## src/rtl/periph_arb_pkg.sv

```systemverilog
// Shared sizing helpers for the peripheral port arbiter.
// Optional build macro used by the arbiter: PERIPH_ARB_PRIO0_EN.
package periph_arb_pkg;

  // Requester ID width: clog2(num_req), at least 1 bit.
  function automatic int unsigned id_width(input int unsigned num_req);
    return (num_req > 2) ? $clog2(num_req) : 1;
  endfunction

  // Occupancy counter width: must hold 0..depth inclusive.
  function automatic int unsigned cnt_width(input int unsigned depth);
    return $clog2(depth + 1);
  endfunction

  // FIFO pointer width: clog2(depth), at least 1 bit.
  function automatic int unsigned ptr_width(input int unsigned depth);
    return (depth > 2) ? $clog2(depth) : 1;
  endfunction

endpackage

```

## src/rtl/periph_arb_id_fifo.sv

```systemverilog
// In-order FIFO of requester IDs for outstanding transactions.
// Push is ignored when full, pop is ignored when empty.
module periph_arb_id_fifo
  import periph_arb_pkg::*;
#(
  parameter int unsigned DEPTH = 2,
  parameter int unsigned ID_W  = 2
) (
  input  logic                        clk,
  input  logic                        rst_i,
  input  logic                        push,
  input  logic                        pop,
  input  logic [ID_W-1:0]             din,
  output logic [ID_W-1:0]             head,
  output logic [cnt_width(DEPTH)-1:0] count,
  output logic                        full,
  output logic                        empty
);

  localparam int unsigned PTR_W = ptr_width(DEPTH);
  localparam int unsigned CNT_W = cnt_width(DEPTH);

  logic [ID_W-1:0]  mem [DEPTH];
  logic [PTR_W-1:0] wr_ptr;
  logic [PTR_W-1:0] rd_ptr;
  logic             do_push;
  logic             do_pop;

  function automatic logic [PTR_W-1:0] ptr_inc(input logic [PTR_W-1:0] p);
    return (p == PTR_W'(DEPTH - 1)) ? '0 : p + PTR_W'(1);
  endfunction

  assign full    = (count == CNT_W'(DEPTH));
  assign empty   = (count == '0);
  assign do_push = push & ~full;
  assign do_pop  = pop & ~empty;
  assign head    = mem[rd_ptr];

  // ID storage; contents need no reset since occupancy is tracked by count.
  always_ff @(posedge clk) begin
    if (do_push) mem[wr_ptr] <= din;
  end

  // Pointers and occupancy; a simultaneous push and pop leaves count unchanged.
  always_ff @(posedge clk) begin
    if (rst_i) begin
      wr_ptr <= '0;
      rd_ptr <= '0;
      count  <= '0;
    end else begin
      if (do_push) wr_ptr <= ptr_inc(wr_ptr);
      if (do_pop)  rd_ptr <= ptr_inc(rd_ptr);
      if (do_push && !do_pop)      count <= count + CNT_W'(1);
      else if (!do_push && do_pop) count <= count - CNT_W'(1);
    end
  end

endmodule

```

## src/rtl/periph_port_arbiter.sv

```systemverilog
// Round-robin arbiter sharing one periph demux core-side port among NUM_REQ
// requesters; responses are routed back in order via an ID FIFO.
// Build macro PERIPH_ARB_PRIO0_EN: requester 0 gets fixed top priority and the
// remaining requesters round-robin among themselves.
module periph_port_arbiter
  import periph_arb_pkg::*;
#(
  parameter int unsigned NUM_REQ         = 4,
  parameter int unsigned ADDR_WIDTH      = 32,
  parameter int unsigned DATA_WIDTH      = 32,
  parameter int unsigned BE_WIDTH        = DATA_WIDTH / 8,
  parameter int unsigned MAX_OUTSTANDING = 2
) (
  input  logic                                 clk,
  input  logic                                 rst_i,
  input  logic [NUM_REQ-1:0]                   data_req_i,
  input  logic [NUM_REQ-1:0][ADDR_WIDTH-1:0]   data_add_i,
  input  logic [NUM_REQ-1:0]                   data_wen_i,
  input  logic [NUM_REQ-1:0][DATA_WIDTH-1:0]   data_wdata_i,
  input  logic [NUM_REQ-1:0][BE_WIDTH-1:0]     data_be_i,
  output logic [NUM_REQ-1:0]                   data_gnt_o,
  output logic [NUM_REQ-1:0]                   data_r_valid_o,
  output logic [DATA_WIDTH-1:0]                data_r_rdata_o,
  output logic                                 data_r_opc_o,
  output logic                                 data_req_o,
  output logic [ADDR_WIDTH-1:0]                data_add_o,
  output logic                                 data_wen_o,
  output logic [DATA_WIDTH-1:0]                data_wdata_o,
  output logic [BE_WIDTH-1:0]                  data_be_o,
  input  logic                                 data_gnt_i,
  input  logic                                 data_r_valid_i,
  input  logic [DATA_WIDTH-1:0]                data_r_rdata_i,
  input  logic                                 data_r_opc_i
);

  localparam int unsigned ID_W  = id_width(NUM_REQ);
  localparam int unsigned CNT_W = cnt_width(MAX_OUTSTANDING);

  logic [ID_W-1:0]  rr_ptr;
  logic [ID_W-1:0]  rr_next;
  logic [ID_W-1:0]  winner;
  logic             found;
  logic             handshake;
  logic             rr_upd;
  logic [ID_W-1:0]  fifo_head;
  logic [CNT_W-1:0] fifo_count;
  logic             fifo_full;
  logic             fifo_empty;

  // Winner search: first active request at or above rr_ptr, wrapping.
  always_comb begin
    logic [ID_W:0] idx;
    found  = 1'b0;
    winner = '0;
    idx    = '0;
`ifdef PERIPH_ARB_PRIO0_EN
    if (data_req_i[0]) found = 1'b1;
`endif
    for (int unsigned i = 0; i < NUM_REQ; i++) begin
      idx = {1'b0, rr_ptr} + (ID_W+1)'(i);
      if (idx >= (ID_W+1)'(NUM_REQ)) idx = idx - (ID_W+1)'(NUM_REQ);
      if (!found && data_req_i[idx[ID_W-1:0]]) begin
        found  = 1'b1;
        winner = idx[ID_W-1:0];
      end
    end
  end

  // Full is taken from the registered count only, so a pop never frees a slot same-cycle.
  assign data_req_o = found & ~fifo_full & ~rst_i;
  assign handshake  = data_req_o & data_gnt_i;
  assign rr_next    = (winner == ID_W'(NUM_REQ - 1)) ? '0 : winner + ID_W'(1);
`ifdef PERIPH_ARB_PRIO0_EN
  assign rr_upd     = handshake & (winner != '0);
`else
  assign rr_upd     = handshake;
`endif

  // Request payload mux and one-hot grant towards the winner.
  always_comb begin
    data_gnt_o   = '0;
    data_add_o   = '0;
    data_wen_o   = 1'b0;
    data_wdata_o = '0;
    data_be_o    = '0;
    if (found && !rst_i) begin
      data_add_o   = data_add_i[winner];
      data_wen_o   = data_wen_i[winner];
      data_wdata_o = data_wdata_i[winner];
      data_be_o    = data_be_i[winner];
    end
    if (handshake) data_gnt_o[winner] = 1'b1;
  end

  // Response routing to the oldest outstanding requester; data passes straight through.
  always_comb begin
    data_r_valid_o = '0;
    data_r_rdata_o = rst_i ? '0 : data_r_rdata_i;
    data_r_opc_o   = data_r_opc_i & ~rst_i;
    if (data_r_valid_i && !fifo_empty && !rst_i) data_r_valid_o[fifo_head] = 1'b1;
  end

  // Round-robin pointer; held while the winner is stalled so it keeps priority.
  always_ff @(posedge clk) begin
    if (rst_i)       rr_ptr <= '0;
    else if (rr_upd) rr_ptr <= rr_next;
  end

  periph_arb_id_fifo #(
    .DEPTH (MAX_OUTSTANDING),
    .ID_W  (ID_W)
  ) u_id_fifo (
    .clk   (clk),
    .rst_i (rst_i),
    .push  (handshake),
    .pop   (data_r_valid_i & ~rst_i),
    .din   (winner),
    .head  (fifo_head),
    .count (fifo_count),
    .full  (fifo_full),
    .empty (fifo_empty)
  );

  // Sanity checks: occupancy bound, and responses with nothing outstanding are dropped.
  always_ff @(posedge clk) begin
    if (!rst_i) begin
      assert (fifo_count <= CNT_W'(MAX_OUTSTANDING))
        else $error("periph_port_arbiter: ID FIFO occupancy above limit");
      assert (!(data_r_valid_i && fifo_empty))
        else $warning("periph_port_arbiter: response with no outstanding request dropped");
    end
  end

endmodule

```

## config.mk

```make
export PLATFORM = sky130hd
export DESIGN_NAME = periph_port_arbiter
export DESIGN_NICKNAME = d
export VERILOG_FILES = /design/src/rtl/periph_arb_pkg.sv /design/src/rtl/periph_arb_id_fifo.sv /design/src/rtl/periph_port_arbiter.sv
export SDC_FILE = /design/constraint.sdc
export NUM_CORES = 1
export LEC_CHECK = 0
export ABC_AREA = 0
export BUFFER_PORTS_ARGS = -buffer_cell sky130_fd_sc_hd__buf_2
export CAP_MARGIN = 20
export CORE_AREA = 2 2 165 167
export CTS_CLUSTER_SIZE = 12
export DETAILED_ROUTE_END_ITERATION = 6
export DIE_AREA = 0 0 167 169
export PLACE_DENSITY = 0.48
export RECOVER_POWER = 50
export SYNTH_ARGS = -nofsm -noshare
export SYNTH_HDL_FRONTEND = slang
export SYNTH_SLANG_ARGS = --single-unit
export TNS_END_PERCENT = 50
```

## constraint.sdc

```tcl
create_clock -name clk -period 3.67 [get_ports clk]
set_input_delay 0.1835 -clock clk [delete_from_list [all_inputs] [get_ports clk]]
set_output_delay 0.1835 -clock clk [all_outputs]
set_load 0.01 [all_outputs]
```

# [Word level (Yosys, flattened, before mapping)]
# Memory sizes are Yosys's and may differ from the RTL's. A register that Yosys moved wholly into a read port is not among the register bits.
# Cells that the tools add are included.
[op_classes] reduce_logical=19 n_bitwise=10 order_cmp=12 eq_ne=2 add_sub_neg=12 mux=48
[op_table] op="32-bit 2-to-1 mux" count=5
[op_table] op="32-bit binary-select mux with 2-bit select" count=2
[op_table] op="2-bit 2-to-1 mux" count=11
[op_table] op="2-bit by 3-bit less-than comparator with 1-bit output (second input constant)" count=6
[op_table] op="1-bit 2-to-1 mux" count=18
[op_table] op="4-bit 2-to-1 mux" count=4
[op_table] op="1-bit binary-select mux with 2-bit select" count=5
[op_table] op="1-bit logical AND" count=10
[op_table] op="2-bit by 1-bit subtractor with 2-bit output (second input constant)" count=5
[op_table] op="3-bit greater-or-equal comparator (second input constant)" count=3
[op_table] op="4-bit binary-select mux with 2-bit select" count=1
[op_table] op="1-bit AND" count=7
[op_table] op="1-bit logical NOT" count=7
[op_table] op="2-bit by 2-bit adder with 3-bit output (second input constant)" count=2
[op_table] op="2-bit by 1-bit adder with 2-bit output (second input constant)" count=2
[op_table] op="1-bit demux with 2-bit select" count=2
[op_table] op="2-bit equality test (second input constant)" count=2
[op_table] op="2-bit by 1-bit greater-or-equal comparator with 1-bit output (second input constant)" count=2
[op_table] op="2-bit by 1-bit adder with 3-bit output (second input constant)" count=1
[op_table] op="2-bit by 3-bit greater-or-equal comparator with 1-bit output (second input constant)" count=1
[op_table] op="1-bit NOT" count=3
[op_table] op="1-bit adder (second input constant)" count=2
[op_table] op="2-bit logical NOT" count=1
[op_table] op="2-bit nonzero test" count=1
[word_totals] input_bits=317 regBits=6 output_inout_bits=111 memories=1 ramBits=4 word_cells=108
[mem_list] memory="u_id_fifo.mem" words=2 word_bits=2 read_ports=1 rd_clocked_by_memory_dff=1 wr=1 line_no="periph_arb_id_fifo.sv:23" source="logic [ID_W-1:0] mem [DEPTH];"

# [Longest topological paths before layout]
# Gate-level depths: netlist of run 1.
[depth] word_depth=22 mapped_depth=9 mapped_depth_nobuf=7

# [Hierarchy]
# Synthesis of run 1 repeated with hierarchy kept, for this count alone.
[hier_totals] cells_unflattened=348 area_unflattened_um2=3030.4
[modules_own_cells] mod="periph_port_arbiter" n_inst=1 area_each_um2=2670.1 cells_per_inst=317 seq_area_each_um2=40.0
[modules_own_cells] mod="periph_arb_id_fifo" n_inst=1 area_each_um2=360.3 cells_per_inst=31 seq_area_each_um2=220.2

# [Least setup slack after synthesis of run 1]
# No wires, ideal clock.
[synth_path] path_kind="register to output" start="register rr_ptr[0]" end="output port data_add_o[25]" arrival_time_ns=1.588 stages_incl_launch_ff=8 n_path_buf=2 path_slack_ns=1.899 required_ns=3.487 path_cell_list="dfxtp_1 -> nand2b_1 -> a21oi_1 -> a211oi_2 -> nand2_2 -> buf_6 -> buf_8 -> o22ai_1"
[synth_via] elab_chain_len=17 elab_cells_between_ends=41 classes_between="7 x add/sub; 4 x order compare; 23 x mux; 7 x reduce/logical"
[synth_rtl] element="start, declared" line_no="periph_port_arbiter.sv:39" source="logic [ID_W-1:0] rr_ptr;"
[synth_rtl] element="start signal, assigned" line_no="periph_port_arbiter.sv:106" source="else if (rr_upd) rr_ptr <= rr_next;"
[synth_rtl] element="branches (longest 13 deep; another with 2-bit by 1-bit adder with 3-bit output)"
[synth_rtl] element="2-bit 2-to-1 mux *" line_no="periph_port_arbiter.sv:62" source="if (!found && data_req_i[idx[ID_W-1:0]]) begin"
[synth_rtl] element="net u_id_fifo.din[0]" line_no="periph_arb_id_fifo.sv:13" source="input logic [ID_W-1:0] din,"
[synth_rtl] element="32-bit binary-select mux with 2-bit select *" line_no="periph_port_arbiter.sv:87" source="data_add_o = data_add_i[winner];"
[synth_rtl] element="32-bit 2-to-1 mux (not written as such) *" line_no="periph_port_arbiter.sv:87"
[synth_rtl] element="32-bit 2-to-1 mux *" line_no="periph_port_arbiter.sv:86" source="if (found && !rst_i) begin"
[synth_rtl] element="end, declared" line_no="periph_port_arbiter.sv:26" source="output logic [ADDR_WIDTH-1:0] data_add_o,"
# Mark *: on every way through the listed nets, which the timed path passes. The select of a mux whose other input is x is not followed.

# [Worst setup path in the final report of run 1]
[layout_path] start="register rr_ptr[1]" end="output port data_be_o[2]"
[layout_via] elab_chain_len=17 elab_cells_between_ends=41 classes_between="7 x add/sub; 4 x order compare; 23 x mux; 7 x reduce/logical"
[layout_rtl] element="branches (longest 16 deep; another with 2-bit by 1-bit adder with 3-bit output)"
[layout_rtl] element="4-bit 2-to-1 mux *" line_no="periph_port_arbiter.sv:86"
[layout_rtl] element="end, declared" line_no="periph_port_arbiter.sv:29" source="output logic [BE_WIDTH-1:0] data_be_o,"
# Mark *: on every way between the ends. The select of a mux whose other input is x is not followed.

==> flow_metrics.env, run 1 <==
export IMPL_synth_edf_count=4
export IMPL_crit_arrival_ps=2610
export IMPL_synthFlopType="dfxtp_1"
export IMPL_ios=428
export IMPL_dp_cells=1097
export IMPL_yosys_top_cells_area="mux2i_1, o22ai_1, nor2b_1"
export IMPL_ys_types=38
export IMPL_syn_area_um2=3060
export IMPL_grt_pass1_vias=4073
export IMPL_violations="max-capacitance violations, max-slew violations"
export IMPL_synthCells=351
export IMPL_hold_class="input port to register"
export IMPL_instances_no_fill=1101
export IMPL_cts_setup_buffers=0
export IMPL_met1Wirelength_mm=6.05
export IMPL_p_leak_nw=2.69
export IMPL_cts_buffer_depth=2
export IMPL_drt_antenna_violating_nets=0
export IMPL_core_area_um2=26500
export IMPL_vdd_drop_max_uv=152
export IMPL_place_gp_congestion=0.826
export IMPL_synth_xor_area_share_pct=1.15
export IMPL_grt_first_pass_wirelength_mm=21.5
export IMPL_syn2layout_area_growth_pct=77.0
export IMPL_grt_max_degree=47
export IMPL_start_util_pct=11.5
export IMPL_status="finished, violations left"
export IMPL_tns_ps=0
export IMPL_power_density_nw_per_um2=225
export IMPL_post_drt_wl_per_cell_um=13.4
export IMPL_root_buffer="clkbuf_16"
export IMPL_crit_path_cell_trace="a21o_1 -> a21oi_1 -> o22a_4 -> buf_12 -> mux2i_1 -> o22ai_1 -> buf_2"
export IMPL_fmax_mhz=358
export IMPL_syn_num_nets=673
export IMPL_cpLargestDelayFamily="compound AO/OA/AOI/OAI gates"
export IMPL_rsz0062_at_grt="no"
export IMPL_synthMuxAreaShare_pct=45.5
export IMPL_wirelength_mm=14.8
export IMPL_final_layout_size_suffix_gt1_share_pct=53.2
export IMPL_die_w_um=167
export IMPL_path_class="register to output pin"
export IMPL_synth_fa_ha_area_share_pct=2.04
export IMPL_hold_viol_final=0
export IMPL_antenna_found_initial=0
export IMPL_num_rows=60
export IMPL_synthSimpleGateAreaFrac_pct=12.2
export IMPL_drt_iter0_drc=175
export IMPL_async_flop_share_pct=0
export IMPL_drt_pass1_iter_count=4
export IMPL_wl_met3_mm=1.01
export IMPL_ys_ff_latch=11
export IMPL_period_minus_slack_ps=2790
export IMPL_clkTransAtPathRegs_ps=40
export IMPL_antennaDiodeCount=0
export IMPL_numClockSinks=11
export IMPL_finalCritPeriodShare_pct=76.1
export IMPL_top_layer_used="met4"
export IMPL_cts_inserted_buffers=3
export IMPL_die_area_um2=28200
export IMPL_slew_viol_final=42
export IMPL_worst_slew_pin_slew_ps=1670
export IMPL_synth_top_family_by_area="multiplexers"
export IMPL_cts_hold_buf=0
export IMPL_synth_top_area_share_pct=45.5
export IMPL_critPathMaxStageDelay_ps=620
export IMPL_setup_viol=0
export IMPL_grt_usage_pct=9.39
export IMPL_cts_resized=0
export IMPL_clk_latency_ps=230
export IMPL_relSlewSlack_pct=-11.2
export IMPL_h_tree_depth=1
export IMPL_cp_slowest_cell="o22a_4"
export IMPL_cts_tree="yes"
export IMPL_synth_compound_area_share_pct=17.7
export IMPL_r2r_slack_ps=1300
export IMPL_layout_nets=1083
export IMPL_ys_seq_area_share_pct=8.51
export IMPL_io_buffers=427
export IMPL_yosysWarnings=0
export IMPL_syn_area_per_cell_um2=8.72
export IMPL_critPathLaunchType="register"
export IMPL_endpoint_kind="output pin"
export IMPL_met2WireLength_mm=7.58
export IMPL_skew_ps=2.44
export IMPL_cp_data_required_time_ps=3490
export IMPL_vias_per_cell=3.90
export IMPL_maxCapViolCount=1
export IMPL_cp_max_fo=46
export IMPL_die_h_um=169
export IMPL_vias=4292
export IMPL_yosys_area_top_type="mux2i_1"
export IMPL_drc=0
export IMPL_dp_hpwl_mm=12.8
export IMPL_critPathBufInv=2
export IMPL_grt_overflow=0
==> per-stage QoR <==
stage,setup WS [ps],instance area [µm²],hold slack (ps),power (mW),util [%]
after floorplan,1900,3060,457,0.716,-
after global placement,1030,5410,485,1.04,20.4
after detailed placement,1100,5410,489,1.04,20.4
after CTS,838,5490,358,1.24,20.7
after global routing,677,5420,379,1.31,20.4
final,878,5420,351,1.22,20.4
==> power by group <==
part,leakage [nW],total [mW],internal (mW),switching (mW)
clock,0.0382,0.194,0.145,0.0487
sequential,0.0947,0.161,0.144,0.0162
combinational,2.56,0.864,0.427,0.437
total,2.69,1.22,0.717,0.502
==> layer usage <==
metal | up-vias | track usage [%]
li1 | 2159 | -
met1 | 1914 | 11.8
met2 | 213 | 17.3
met3 | 6 | 1.40
met4 | 0 | 1.42
met5 | - | 0
==> cell type report <==
cell class                 count  area, µm²
tap                          341        427
timing repair buffer         442       2220
fill                        3000      21100
inverter                       6       22.5
multi-input combinational    297       2400
sequential                    11        260
clock buffer                   4       78.8
==> synth_stat cells (2+ instances only) <==
cell	number
o21ai_0	2
buf_12	9
nor2_1	12
dfxtp_1	7
ha_1	5
buf_2	11
a21oi_1	5
mux2i_1	139
inv_2	2
nand2_2	2
clkbuf_4	5
edfxtp_1	4
o22ai_1	70
nor2b_1	35
xor2_1	3
inv_1	4
clkbuf_1	5
and2_1	6
buf_8	4
nand2b_1	3
==> sequential cells by signal, indices dropped and copies added (netlist names), named ones only <==
register          count
u_id_fifo.count       2
u_id_fifo.rd_ptr      1
rr_ptr                2
u_id_fifo.mem         4
u_id_fifo.wr_ptr      1
==> layout by cell type (no fill, tap or decap), types with 5 or more instances in the layout <==
| cell | synthesis | layout |
|---|---|---|
| and2_1 | 6 | 5 |
| dfxtp_1 | 7 | 7 |
| o22ai_1 | 70 | 70 |
| buf_2 | 11 | 381 |
| nor2b_1 | 35 | 35 |
| buf_4 | 1 | 10 |
| clkbuf_1 | 5 | 49 |
| mux2i_1 | 139 | 139 |
| nor2_1 | 12 | 12 |
| ha_1 | 5 | 5 |
| a21oi_1 | 5 | 5 |
==> final timing paths <==
kind                      startpoint            endpoint  cells after the start
hold / removal        data_r_valid_i            register                      4
hold reg to reg   u_id_fifo.count[1]  u_id_fifo.count[1]                      2
setup reg to reg           rr_ptr[1]           rr_ptr[1]                      7
setup / recovery           rr_ptr[1]        data_be_o[2]                      7
==> cells by family (layout without fill, tap and decap cells) <==
logic type      Yosys count  after routing
compound gates           84             84
xor+xnor                  4              4
fa+ha+maj                 5              5
buf+inv                  43            452
flops                    11             11
mux                     139            139
simple gates             65             65
==> worst register-to-register path, stage by stage, from the launching register on <==
cell and delay [ps]:
dfxtp_1 350, a21o_1 170, a21oi_1 170, o22a_4 620
clkbuf_1 380, ha_1 310, mux2i_1 140, nor2_1 50
(Power assumes the default switching activity.)
==> run 2: changes to the inputs <==
--- a/config.mk
+++ b/config.mk
@@ -8,10 +8,10 @@
 export ABC_AREA = 0
 export BUFFER_PORTS_ARGS = -buffer_cell sky130_fd_sc_hd__buf_2
 export CAP_MARGIN = 20
-export CORE_AREA = 2 2 165 167
+export CORE_AREA = 2 2 168 170
 export CTS_CLUSTER_SIZE = 12
 export DETAILED_ROUTE_END_ITERATION = 6
-export DIE_AREA = 0 0 167 169
+export DIE_AREA = 0 0 170 172
 export PLACE_DENSITY = 0.48
 export RECOVER_POWER = 50
 export SYNTH_ARGS = -nofsm -noshare
==> constraint.sdc (replaced) <==
create_clock -name clk -period 2.4 [get_ports clk]
set_input_delay 0.12 -clock clk [delete_from_list [all_inputs] [get_ports clk]]
set_output_delay 0.12 -clock clk [all_outputs]
set_load 0.01 [all_outputs]
==> run 2 against run 1 <==
Net effect:
- the flow now finishes without violations
- core utilization down 0.22 points
- flip-flop and latch count unchanged
- via count up 0.79%
- highest routed layer unchanged
==> flow_metrics.env, run 2 (synthesized netlist as in run 1, its figures left out) <==
export IMPL_layout_common_cells="buf_2, mux2i_1, o22ai_1"
export IMPL_drt_iter0_drc=143
export IMPL_tns_ps=0
export IMPL_finish_instance_area_um2=5550
export IMPL_power_density_nw_per_um2=347
export IMPL_skew_ps=2.25
export IMPL_clkTransAtPathRegs_ps=40
export IMPL_critPathLaunchType="register"
export IMPL_finalCoreUtilization_pct=20.2
export IMPL_ios=428
export IMPL_endpoint_kind="output pin"
export IMPL_largest_reg_flops=4
export IMPL_min_path_cells=4
export IMPL_place_gp_congestion=0.741
export IMPL_grt_pass1_vias=3920
export IMPL_hold_slack_ps=300
export IMPL_drt_antenna_violating_nets=0
export IMPL_die_h_um=172
export IMPL_grt_overflow=0
export IMPL_core_area_um2=27500
export IMPL_grt_max_degree=45
export IMPL_die_w_um=170
export IMPL_top_regs="u_id_fifo.mem (4), rr_ptr (2), u_id_fifo.count (2)"
export IMPL_vdd_drop_max_uv=309
export IMPL_place_area_um2=5460
export IMPL_crit_path_cell_trace="a21o_1 -> a21oi_1 -> o22a_4 -> buf_16 -> buf_12 -> mux2i_1 -> o22ai_1 -> buf_2"
export IMPL_drt_pass1_iter_count=4
export IMPL_cts_inserted_buffers=3
export IMPL_finalCritPeriodShare_pct=92.3
export IMPL_final_layout_size_suffix_gt1_share_pct=54.0
export IMPL_antennaDiodeCount=0
export IMPL_dp_cells=1103
export IMPL_worst_slew_pin_slew_ps=1030
export IMPL_n_fill_cell=3119
export IMPL_status="complete, no violations"
export IMPL_hold_viol_final=0
export IMPL_start_util_pct=11.1
export IMPL_place_ws_ps=349
export IMPL_relSlewSlack_pct=31.5
export IMPL_r2r_slack_ps=510
export IMPL_setup_viol=0
export IMPL_root_buffer="clkbuf_16"
export IMPL_cp_data_required_time_ps=2280
export IMPL_numClockSinks=11
export IMPL_io_buffers=427
export IMPL_finalWorstSetupSlack_ps=186
export IMPL_die_area_um2=29200
export IMPL_critPathMaxStageDelay_ps=350
export IMPL_rsz0062_at_grt="no"
export IMPL_vias=4326
export IMPL_layout_nets=1088
export IMPL_num_rows=61
export IMPL_final_common_cell="buf_2"
export IMPL_grt_first_pass_wirelength_mm=20.7
export IMPL_cts_tree="yes"
export IMPL_fmax_mhz=452
export IMPL_cp_max_fo=21
export IMPL_grt_usage_pct=8.80
export IMPL_instances_no_fill=1111
export IMPL_multi_input_area_um2=2400
export IMPL_cts_buffer_depth=2
export IMPL_post_drt_wl_per_cell_um=14.3
export IMPL_dp_hpwl_mm=13.0
export IMPL_vias_per_cell=3.89
export IMPL_crit_arrival_ps=2090
export IMPL_drc=0
export IMPL_r2r_end="rr_ptr[1]"
export IMPL_slew_viol_final=0
export IMPL_maxCapViolCount=0
export IMPL_path_class="register to output pin"
export IMPL_reg2reg_depth=8
export IMPL_cts_hold_buf=0
export IMPL_cp_slowest_cell="dfxtp_1"
export IMPL_syn2layout_area_growth_pct=81.6
export IMPL_h_tree_depth=1
export IMPL_wirelength_mm=15.9
export IMPL_p_total_mw=1.93
export IMPL_period_minus_slack_ps=2210
export IMPL_p_leak_nw=2.77
export IMPL_clk_latency_ps=230
export IMPL_rr_startpoint="rr_ptr[1]"
export IMPL_antenna_found_initial=0
export IMPL_regMostFlops="u_id_fifo.mem"
export IMPL_seq_area_um2=260
export IMPL_hold_class="input port to register"
export IMPL_min_delay_start="data_r_valid_i"
run 2: cell count changes in the layout (fill, tap and decap cells not counted), moves of 2 or more:
cell and delta:
clkbuf_16 +2, clkbuf_1 -5, buf_2 +5, buf_16 +2
run 2: cell type report:
type                    instances  share of cell area [%]
inverters                       6                   0.405
multi-input cells             297                    43.3
flip-flops and latches         11                    4.69
clock buffers                   4                    1.42
repair buffers                447                    42.4
well taps                     346                    7.79
run 2: how the worst max path moves through the flow:
| stage | from | endpoint |
|---|---|---|
| after global placement | rr_ptr[1] | data_wdata_o[11] |
| after floorplan | rr_ptr[0] | rr_ptr[1] |
| final | rr_ptr[1] | data_wdata_o[27] |
| after global routing | rr_ptr[0] | data_wdata_o[26] |
| after CTS | rr_ptr[1] | data_wdata_o[11] |
| after detailed placement | rr_ptr[1] | data_wdata_o[11] |
run 2: per-layer routing:
| layer | track usage (%) | up-vias | wire length, µm |
|---|---|---|---|
| met2 | 16.4 | 222 | 8120 |
| met4 | 0.669 | 0 | 34 |
| met3 | 0.778 | 2 | 989 |
| met5 | 0 | - | 0 |
| met1 | 11.5 | 1945 | 6710 |
| li1 | - | 2157 | - |
run 2: where the power goes:
| part | switching (mW) | internal, mW |
|---|---|---|
| combinational | 0.685 | 0.700 |
| clock | 0.0777 | 0.223 |
| sequential | 0.0241 | 0.221 |
run 2: what timing repair did:
action                                  4_1_cts  5_1_grt
resized for setup                             0        3
setup buffers                                 0        2
endpoints found under the setup margin        0       13
run 2: worst max-delay path: cells and delay by family (launching register included):
| family | cells | cell delay, ps |
|---|---|---|
| AOI/OAI and AO/OA | 4 | 680 |
| buffers and inverters | 3 | 560 |
| DFF | 1 | 350 |
| muxes | 1 | 220 |
==> run 3: changes to the inputs <==
--- a/config.mk
+++ b/config.mk
@@ -6,14 +6,15 @@
 export NUM_CORES = 1
 export LEC_CHECK = 0
 export ABC_AREA = 0
-export BUFFER_PORTS_ARGS = -buffer_cell sky130_fd_sc_hd__buf_2
 export CAP_MARGIN = 20
-export CORE_AREA = 2 2 168 170
+export CORE_AREA = 2 2 167 169
 export CTS_CLUSTER_SIZE = 12
 export DETAILED_ROUTE_END_ITERATION = 6
-export DIE_AREA = 0 0 170 172
-export PLACE_DENSITY = 0.48
+export DIE_AREA = 0 0 169 171
+export DONT_BUFFER_PORTS = 1
+export PLACE_DENSITY = 0.34
 export RECOVER_POWER = 50
+export SETUP_SLACK_MARGIN = 0.5
 export SYNTH_ARGS = -nofsm -noshare
 export SYNTH_HDL_FRONTEND = slang
 export SYNTH_SLANG_ARGS = --single-unit
==> constraint.sdc (replaced) <==
create_clock -name clk -period 2.1 [get_ports clk]
set_input_delay 0.105 -clock clk [delete_from_list [all_inputs] [get_ports clk]]
set_output_delay 0.105 -clock clk [all_outputs]
set_load 0.01 [all_outputs]
==> run 3 against run 2 <==
Net effect:
- design area decreased by 11%
- via count decreased by 26%
- die area decreased by 1.2%
- final cell count decreased by 35%
- wire length increased by 11%
- worst hold slack got worse by 110 ps
- total power increased by 28%
- core utilization decreased by 2.1 points
==> flow_metrics.env, run 3 (synthesized netlist as in run 1, its figures left out) <==
export IMPL_status="complete, no violations"
export IMPL_finish_instance_area_um2=4950
export IMPL_clkTransAtPathRegs_ps=40
export IMPL_tns_ps=0
export IMPL_rr_startpoint="u_id_fifo.count[0]"
export IMPL_syn2layout_area_growth_pct=62.0
export IMPL_antenna_found_initial=0
export IMPL_vias_per_cell=4.46
export IMPL_power_switching_share_pct=41.9
export IMPL_start_util_pct=11.2
export IMPL_min_path_cells=3
export IMPL_root_buffer="clkbuf_16"
export IMPL_n_fill_cell=3010
export IMPL_seq_area_um2=267
export IMPL_top_regs="u_id_fifo.mem (4), rr_ptr (2), u_id_fifo.count (2)"
export IMPL_p_leak_nw=1.59
export IMPL_drt_antenna_violating_nets=0
export IMPL_cp_max_fo=6
export IMPL_final_layout_size_suffix_gt1_share_pct=50.9
export IMPL_grt_usage_pct=9.91
export IMPL_cts_buffer_depth=2
export IMPL_worst_slew_pin_slew_ps=513
export IMPL_relSlewSlack_pct=65.8
export IMPL_h_tree_depth=1
export IMPL_finalWorstSetupSlack_ps=34.9
export IMPL_die_w_um=169
export IMPL_cts_inserted_buffers=3
export IMPL_hold_slack_ps=191
export IMPL_hold_viol_final=0
export IMPL_p_total_mw=2.47
export IMPL_grt_first_pass_wirelength_mm=20.8
export IMPL_slew_viol_final=0
export IMPL_regMostFlops="u_id_fifo.mem"
export IMPL_finalCritPeriodShare_pct=98.3
export IMPL_numClockSinks=11
export IMPL_seq_power_share_pct=11.4
export IMPL_power_density_nw_per_um2=498
export IMPL_place_area_um2=3590
export IMPL_critPathLaunchType="register"
export IMPL_multi_input_area_um2=3280
export IMPL_power_switching_mw=1.03
export IMPL_layout_common_cells="mux2i_1, o22ai_2, nor2b_1"
export IMPL_crit_arrival_ps=1960
export IMPL_skew_ps=3.29
export IMPL_die_area_um2=28900
export IMPL_grt_pass1_vias=3171
export IMPL_post_drt_wl_per_cell_um=24.6
export IMPL_reg2reg_depth=5
export IMPL_combPwrFrac_pct=74.3
export IMPL_die_h_um=171
export IMPL_largest_reg_flops=4
export IMPL_hold_class="input port to register"
export IMPL_min_delay_start="data_r_valid_i"
export IMPL_fmax_mhz=484
export IMPL_cp_data_required_time_ps=2000
export IMPL_endpoint_kind="output pin"
export IMPL_ios=428
export IMPL_antennaDiodeCount=0
export IMPL_io_buffers=0
export IMPL_setup_viol=0
export IMPL_r2r_slack_ps=240
export IMPL_drt_iter0_drc=136
export IMPL_num_rows=61
export IMPL_final_common_cell="mux2i_1"
export IMPL_cts_tree="yes"
export IMPL_period_minus_slack_ps=2070
export IMPL_r2r_end="u_id_fifo.count[1]"
export IMPL_place_gp_congestion=0.717
export IMPL_layout_nets=694
export IMPL_vdd_drop_max_uv=220
export IMPL_dp_hpwl_mm=11.9
export IMPL_grt_max_degree=37
export IMPL_core_area_um2=27300
export IMPL_path_class="register to output pin"
export IMPL_rsz0062_at_grt="yes"
export IMPL_clk_latency_ps=240
export IMPL_wirelength_mm=17.7
export IMPL_drt_pass1_iter_count=4
export IMPL_drc=0
export IMPL_maxCapViolCount=0
export IMPL_place_ws_ps=-116
export IMPL_p_int_mw=1.43
export IMPL_grt_overflow=0
export IMPL_clockPowerShare_pct=14.3
export IMPL_vias=3195
[run 3: metrics by stage]
stage               utilization, %  cells
floorplan                        -    351
global placement              13.1    677
detailed placement            13.1    677
CTS                           16.5    708
global route                  18.1    717
finish                        18.1    717
[run 3: worst max-delay path by stage]
stage,depth (start not counted),end,from,slack (ps)
5_1_grt,8,data_add_o[2],rr_ptr[1],-30
2_1_floorplan,9,rr_ptr[1],rr_ptr[0],430
3_3_place_gp,7,data_be_o[0],rr_ptr[1],-40
4_1_cts,8,data_add_o[3],rr_ptr[0],50
3_5_place_dp,7,data_be_o[0],rr_ptr[1],-120
6_report,8,data_add_o[12],rr_ptr[0],30
[run 3: power groups by stage]
stage | sequential [mW] | combinational (mW) | clock, mW
after global placement | 0.286 | 1.16 | 0
after floorplan | 0.276 | 1.09 | 0
final | 0.280 | 1.83 | 0.354
after CTS | 0.282 | 1.64 | 0.363
after detailed placement | 0.289 | 1.19 | 0
after global routing | 0.285 | 1.94 | 0.372
[run 3: worst max-delay path, stage by stage, from the launching register on]
cell	delay, ps
dfxtp_2	310
nand2b_4	130
nor2b_4	120
o22a_4	280
buf_12	160
buf_12	130
clkbuf_16	170
mux2i_4	180
o22ai_2	230
[run 3: cell type report]
class | count | area share (%)
Multi-Input combinational cell | 297 | 66.2
Tap cell | 346 | 8.74
Clock buffer | 3 | 1.52
Sequential cell | 11 | 5.38
Clock inverter | 1 | 0.101
Inverter | 6 | 0.505
Timing Repair Buffer | 53 | 17.6
[run 3: metal layers]
layer  track usage [%]  vias to the layer above  wire length (µm)
li1                  -                     1382                 -
met1              10.7                     1534              6250
met2              19.4                      260              9350
met3              2.57                       19              1680
met4              1.97                        0               371
met5                 0                        -                 0
[run 3: repair_timing]
| item | CTS | global route |
|---|---|---|
| setup buffers | 16 | 2 |
| cloned | 10 | 7 |
| hold buffers | 1 | 0 |
| hold endpoints to repair | 7 | 0 |
| endpoints found under the setup margin | 75 | 76 |
| resized for setup | 80 | 62 |
| pin swaps | 11 | 18 |
